## src/rtl/jk_pkg.sv

```systemverilog
// Shared types and JK excitation helper for the step driver.
// Build option: JK_DONTCARE_TOGGLE_EN drives don't-care J/K terms to 1.
package jk_pkg;

    typedef enum logic [1:0] {
        IDLE,
        STEP,
        DONE
    } state_t;

    localparam logic       J_HOLD  = 1'b0;
    localparam logic       K_HOLD  = 1'b0;
    localparam logic [1:0] JK_HOLD = {J_HOLD, K_HOLD};

`ifdef JK_DONTCARE_TOGGLE_EN
    localparam logic JK_DC = 1'b1;
`else
    localparam logic JK_DC = 1'b0;
`endif

    // Returns {J,K} that moves one flop from q_bit to nxt_bit.
    function automatic logic [1:0] jk_excite(
        input logic q_bit,
        input logic nxt_bit
    );
        logic [1:0] jk;
        unique case ({q_bit, nxt_bit})
            2'b01:   jk = {1'b1, JK_DC};
            2'b10:   jk = {JK_DC, 1'b1};
            default: jk = JK_HOLD;
        endcase
        return jk;
    endfunction

endpackage

```

## src/rtl/jk_ff_bank.sv

```systemverilog
// Bank of behavioural JK flip-flops with synchronous active-high reset.
// Each bit follows q' = J&~q | ~K&q.
module jk_ff_bank #(
    parameter int WIDTH = 4
) (
    input  logic             clk,
    input  logic             reset,
    input  logic [WIDTH-1:0] j,
    input  logic [WIDTH-1:0] k,
    output logic [WIDTH-1:0] q
);

    always_ff @(posedge clk) begin
        if (reset) begin
            q <= '0;
        end else begin
            q <= (j & ~q) | (~k & q);
        end
    end

endmodule

```

## src/rtl/jk_step_driver.sv

```systemverilog
// Steps a JK register bank one count per clock toward a handshaked target.
// Build option: JK_DONTCARE_TOGGLE_EN selects toggle-form J/K for changing bits.
module jk_step_driver
    import jk_pkg::*;
#(
    parameter int WIDTH = 4
) (
    input  logic             clk,
    input  logic             reset,
    input  logic             tgt_valid,
    output logic             tgt_ready,
    input  logic [WIDTH-1:0] tgt_data,
    output logic [WIDTH-1:0] q,
    output logic [WIDTH-1:0] j_out,
    output logic [WIDTH-1:0] k_out,
    output logic             busy,
    output logic             done
);

    localparam logic [WIDTH-1:0] ONE = WIDTH'(1);

    state_t           state;
    logic [WIDTH-1:0] tgt_r;
    logic [WIDTH-1:0] nxt;
    logic [WIDTH-1:0] j_x;
    logic [WIDTH-1:0] k_x;
    logic [WIDTH-1:0] j_c;
    logic [WIDTH-1:0] k_c;
    logic             up;
    logic             stepping;

    assign up       = tgt_r > q;
    assign nxt      = up ? q + ONE : q - ONE;
    assign stepping = (state == STEP);

    always_comb begin
        j_x = '0;
        k_x = '0;
        for (int i = 0; i < WIDTH; i++) begin
            {j_x[i], k_x[i]} = jk_excite(q[i], nxt[i]);
        end
    end

    // Outside STEP the bank sees hold excitation, so q only moves while stepping.
    assign j_c = stepping ? j_x : {WIDTH{J_HOLD}};
    assign k_c = stepping ? k_x : {WIDTH{K_HOLD}};

    jk_ff_bank #(
        .WIDTH(WIDTH)
    ) u_bank (
        .clk  (clk),
        .reset(reset),
        .j    (j_c),
        .k    (k_c),
        .q    (q)
    );

    always_ff @(posedge clk) begin
        if (reset) begin
            state     <= IDLE;
            tgt_r     <= '0;
            busy      <= 1'b0;
            done      <= 1'b0;
            tgt_ready <= 1'b1;
            j_out     <= '0;
            k_out     <= '0;
        end else begin
            j_out <= j_c;
            k_out <= k_c;
            done  <= 1'b0;
            unique case (state)
                IDLE: begin
                    if (tgt_valid && tgt_ready) begin
                        tgt_r     <= tgt_data;
                        tgt_ready <= 1'b0;
                        if (tgt_data == q) begin
                            state <= DONE;
                            done  <= 1'b1;
                        end else begin
                            state <= STEP;
                            busy  <= 1'b1;
                        end
                    end
                end
                STEP: begin
                    if (nxt == tgt_r) begin
                        state <= DONE;
                        busy  <= 1'b0;
                        done  <= 1'b1;
                    end
                end
                DONE: begin
                    state     <= IDLE;
                    tgt_ready <= 1'b1;
                end
                default: begin
                    state     <= IDLE;
                    busy      <= 1'b0;
                    tgt_ready <= 1'b1;
                end
            endcase
        end
    end

endmodule

```

## config.mk

```make
export PLATFORM = sky130hd
export DESIGN_NAME = jk_step_driver
export DESIGN_NICKNAME = d
export VERILOG_FILES = /design/src/rtl/jk_pkg.sv /design/src/rtl/jk_ff_bank.sv /design/src/rtl/jk_step_driver.sv
export SDC_FILE = /design/constraint.sdc
export NUM_CORES = 1
export LEC_CHECK = 0
export BUFFER_PORTS_ARGS = -buffer_cell sky130_fd_sc_hd__clkbuf_2
export CAP_MARGIN = 20
export CORE_MARGIN = 10
export CORE_UTILIZATION = 52
export CTS_CLUSTER_SIZE = 12
export DETAILED_ROUTE_END_ITERATION = 16
export GPL_TIMING_DRIVEN = 0
export PLACE_DENSITY = 0.77
export SETUP_SLACK_MARGIN = 0.15
export SYNTH_ARGS = -nofsm -noshare
export SYNTH_HDL_FRONTEND = slang
export SYNTH_SLANG_ARGS = --single-unit
```

## constraint.sdc

```tcl
create_clock -name clk -period 3.1 [get_ports clk]
set_input_delay 0.155 -clock clk [delete_from_list [all_inputs] [get_ports clk]]
set_output_delay 0.155 -clock clk [all_outputs]
set_load 0.01 [all_outputs]
```

# Word-level counts from Yosys, hierarchy flattened
# Cells that the tools add are included.
dict set report classes {
  add_sub_neg 2
  order_cmp 1
  eq_ne 15
  mux 21
  bitwise 7
  reduce_logical 6
}
# cell count
set ops {}
lappend ops {{2-bit case mux with 2 select lines} 5}
lappend ops {{4-bit 2-to-1 mux} 3}
lappend ops {{2-bit by 1-bit equality test with 1-bit output, second input constant} 5}
lappend ops {{2-bit equality test, second input constant} 5}
lappend ops {{4-bit AND} 2}
lappend ops {{4-bit equality test} 2}
lappend ops {{4-bit NOT} 2}
lappend ops {{1-bit 2-to-1 mux} 7}
lappend ops {{2-bit 2-to-1 mux} 3}
lappend ops {{2-bit AND reduction} 3}
lappend ops {{4-bit by 1-bit adder with 4-bit output, second input constant} 1}
lappend ops {{4-bit greater-than comparator} 1}
lappend ops {{2-bit inequality test, second input constant} 2}
lappend ops {{4-bit bitwise OR} 1}
lappend ops {{1-bit case mux with 2 select lines} 2}
lappend ops {{4-bit AND reduction} 1}
lappend ops {{4-bit by 1-bit subtractor with 4-bit output, second input constant} 1}
lappend ops {{1-bit case mux with 3 select lines} 1}
lappend ops {{2-bit logical NOT} 1}
lappend ops {{2-bit by 1-bit inequality test with 1-bit output, second input constant} 1}
lappend ops {{1-bit NOT} 2}
lappend ops {{1-bit logical AND} 1}
dict set report totals {
  register_bits 21
  input_bits 7
  output_inout_bits 15
  word_cells 60
}

# Depth between registers and ports, before layout
dict set report logic_depth {
  word_depth 8
  depth_mapped 13
  depth_no_buf 13
}

# Cells and area by module
# Synthesis repeated with hierarchy kept, for this count alone.
dict set report hier_totals {
  cells_unflattened 111
  hier_area_um2 1071.0
}
# mod instances cells_per_inst area_per_inst_um2 seq_area_each_um2
set by_module_without_submodules {}
lappend by_module_without_submodules {jk_step_driver 1 95 898.4 340.3}
lappend by_module_without_submodules {jk_ff_bank 1 16 172.7 80.1}

# Least setup slack after synthesis
# OpenSTA, ideal clock, no wires.
dict set report synth_path {
  path_type {register -> register}
  startpoint {register with a tool-made name}
  endpoint {register state[0]}
  setup_ns 0.130
  t_arrival_ns 2.608
  required_ns 2.970
  slack_ns 0.362
  stages_incl_launch_ff 14
  n_path_buf 0
  synth_period_minus_slack_ns 2.738
  cell_sequence {dfxtp_1 > inv_1 > ha_1 > nor2b_2 > o211ai_2 > a21oi_4 > inv_1 > ha_1 > a21o_1 > a21oi_1 > xnor2_1 > xnor3_1 > and2b_1 > o22ai_1}
}
# element line_no
set synth_rtl {}
lappend synth_rtl {{to (signal assigned)} jk_step_driver.sv:60} ;# state <= IDLE;
lappend synth_rtl {{to (signal assigned)} jk_step_driver.sv:77} ;# state <= DONE;
lappend synth_rtl {{to (signal assigned)} jk_step_driver.sv:80} ;# state <= STEP;
lappend synth_rtl {{to (decl)} jk_step_driver.sv:22} ;# state_t state;

==> impl_metrics.env <==
export IMPL_fin_crit_ns=2.79
export IMPL_fin_cells=156
export IMPL_synth_top_area_frac=0.416
export IMPL_routed_wl_um=2170
export IMPL_worst_slew_pin_slew_ns=0.478
export IMPL_fin_util=0.694
export IMPL_placed_cell_area_um2=1150
export IMPL_ant_nets=0
export IMPL_finalHoldViolCount=0
export IMPL_die_h_um=64.1
export IMPL_io_buffers=21
export IMPL_syn_inst=101
export IMPL_diodes=0
export IMPL_synth_seq_cells=21
export IMPL_vias_per_cell=5.08
export IMPL_crit_required_ns=3.29
export IMPL_antenna_found_initial=0
export IMPL_setup_viol=0
export IMPL_layout_drive_gt1_share=0.344
export IMPL_fillCellCount=143
export IMPL_hold_buffers=0
export IMPL_cp_max_fo=7
export IMPL_grt_first_pass_wirelength_um=3640
export IMPL_cts_sinks=21
export IMPL_dieWidth_um=64.1
export IMPL_cts_root_buf="clkbuf_4"
export IMPL_ys_warn_count=0
export IMPL_ios=22
export IMPL_cts_buffers=3
export IMPL_final_area_um2=1240
export IMPL_path_cells="inv_1, ha_1, and4_2, a21oi_4, inv_2, ha_1, a21o_1, a21oi_2, xnor2_2, xnor3_1, and2b_1, o22ai_1"
export IMPL_arrival_ns=2.98
export IMPL_cp_common_cell="ha_1"
export IMPL_dp_cells=147
export IMPL_cts_tree="yes"
export IMPL_period_share=0.900
export IMPL_core_area_um2=1780
export IMPL_worstSkewPairLatency_ns=0.30
export IMPL_syn_num_nets=117
export IMPL_avgSynthCellArea_um2=10.0
export IMPL_via_count=792
export IMPL_slew_viol_final=0
export IMPL_crit_family="compound AO/OA/AOI/OAI gates"
export IMPL_grt_max_degree=13
export IMPL_firstDrtPassIters=4
export IMPL_fin_nets=148
export IMPL_drcViolationCount=0
export IMPL_slowest_stage="dfxtp_2"
export IMPL_synthTopCellsByArea="dfxtp_1 42%, ha_1 9.9%, nor2_1 5.2%"
export IMPL_grt_pass1_vias=857
export IMPL_finalWeightedCongestion=0.820
export IMPL_critPathLaunchType="register"
export IMPL_fp_dieArea_um2=4110
export IMPL_seq_area_frac_synth=0.416
export IMPL_crit_path_end_kind="register"
export IMPL_overflow=0
export IMPL_grt_use_total=0.108
export IMPL_htreeDepth=1
export IMPL_leakage_nw=0.599
export IMPL_areaGrowthSynthToFinish_pct=22.4
export IMPL_ys_types=33
export IMPL_finalPower_mw=1.42
export IMPL_ir_drop_v=0.000651
export IMPL_crit_buf_inv=2
export IMPL_syn_cell_area_um2=1010
export IMPL_max_freq_ghz=0.358
export IMPL_crit_type="register to register"
export IMPL_routedWlPerCell_um=13.9
export IMPL_rsz0062_at_grt="no"
export IMPL_drv_cap=0
export IMPL_start_util=0.567
export IMPL_slowest_delay_ns=0.43
export IMPL_fp_row_count=15
export IMPL_clk_path_buf_depth=2
export IMPL_fin_setup_tns_ns=0
export IMPL_p_per_area_nw_per_um2=1140
export IMPL_skew_ns=0.00581
export IMPL_status="complete, no violations"
export IMPL_drt_iter0_drc=16
export IMPL_hp_class="primary input to register"
export IMPL_clkTransAtPathRegs_ns=0.12
export IMPL_yosysTopAreaCell="dfxtp_1"
export IMPL_slew_headroom=0.682
export IMPL_post_dp_hpwl_um=1660
final timing paths:
| kind | slack (ns) | depth (start not counted) | end | start |
|---|---|---|---|---|
| hold / removal | 0.10 | 2 | k_out[0]$_SDFF_PP0_ | reset |
| setup / recovery | 0.31 | 12 | state[0]$_SDFFE_PP0P_ | register |
| hold reg to reg | 0.52 | 2 | tgt_ready$_SDFFE_PP1P_ | tgt_ready$_SDFFE_PP1P_ |
| setup reg to reg | 0.31 | 12 | state[0]$_SDFFE_PP0P_ | register |
Yosys cell counts:
| library cell | number |
|---|---|
| inv_1 | 8 |
| clkbuf_1 | 1 |
| nor2b_2 | 1 |
| fa_1 | 1 |
| and3_1 | 3 |
| a21oi_1 | 4 |
| nor2_1 | 14 |
| nand2_1 | 1 |
| xor2_1 | 6 |
| and2b_1 | 1 |
| dfxtp_1 | 21 |
| o22ai_1 | 1 |
| and4_2 | 1 |
| xnor3_1 | 1 |
| ha_1 | 8 |
| nor4bb_1 | 1 |
| nor2b_1 | 3 |
| o211ai_2 | 1 |
| o21a_1 | 2 |
| a21o_1 | 1 |
| buf_2 | 1 |
| nand2b_1 | 2 |
| o21bai_1 | 1 |
| a2111oi_2 | 1 |
| mux2i_1 | 3 |
| nor4_1 | 1 |
| mux2_2 | 1 |
| nor3_1 | 4 |
| xnor2_1 | 3 |
| a211oi_1 | 1 |
| and2_1 | 1 |
| a21oi_4 | 1 |
| nor2_2 | 1 |
stage by stage:
stage | hold slack (ns) | worst slack, ns
2_1_floorplan | 0.227 | 0.362
3_3_place_gp | 0.409 | 0.208
3_5_place_dp | 0.429 | 0.110
4_1_cts | 0.106 | 0.163
5_1_grt | 0.0940 | 0.126
6_report | 0.102 | 0.310
layer usage:
layer / global-route usage / up-vias / part of all wire / wire, um
li1: - / 398 / - / -
met2: 0.177 / 27 / 0.48 / 1040
met1: 0.120 / 361 / 0.42 / 916
met3: 0.0470 / 6 / 0.080 / 173
met5: 0 / - / 0 / 0
met4: 0.0455 / 0 / 0.015 / 33
cell usage in the layout (no fill, tap or decap), types with 2 or more instances in the layout:
master,netlist,final
mux2i_1,3,3
xor2_1,6,5
nor2_1,14,14
a21oi_1,4,3
and3_1,3,3
clkbuf_2,0,21
inv_1,8,7
o21a_1,2,2
buf_4,0,5
dfxtp_1,21,18
nor3_1,4,4
nor2b_1,3,3
dfxtp_2,0,2
clkbuf_4,0,3
ha_1,8,8
xnor2_1,3,2
nand2b_1,2,2
cell type report:
class / count / area [um2] / area share
well taps: 25 / 31.3 / 0.0253
plain buffers: 2 / 8.76 / 0.00708
repair buffers: 26 / 143 / 0.115
clock buffers: 3 / 22.5 / 0.0182
flip-flops and latches: 21 / 427 / 0.345
clock inverters: 1 / 5.00 / 0.00404
multi-input cells: 70 / 571 / 0.461
inverters: 8 / 30.0 / 0.0243
power breakdown:
| part | leakage, nW | internal (mW) | switching, mW |
|---|---|---|---|
| Sequential | 0.173 | 0.336 | 0.0601 |
| Clock | 0.0177 | 0.0481 | 0.0838 |
| Combinational | 0.408 | 0.422 | 0.465 |
logic make-up (layout without fill, tap and decap cells):
family                     count (synthesis)  in the layout  synth area share
DFF                                       21             21             0.416
buffers and inverters                     10             40            0.0384
muxes                                      4              4            0.0408
and+or+nand+nor                           34             34             0.179
adders and majority gates                  9              9             0.119
AOI/OAI and AO/OA                         13             13             0.106
xor gates and xnor gates                  10             10             0.100
worst reg2reg max path: cells and delay by family (launching register included):
kind,cells,cell delay [ns]
AOI/OAI and AO/OA,4,0.60
buffers and inverters,2,0.13
adders and majority gates,2,0.59
DFF,1,0.43
xor gates and xnor gates,2,0.43
and+or+nand+nor,2,0.47
repair_timing:
item / CTS / global route
resized for setup: 2 / 6
pin swaps: 0 / 3
setup endpoints to repair: 4 / 6
setup buffers: 0 / 5
Note: power is estimated with default switching activity, not from simulation.
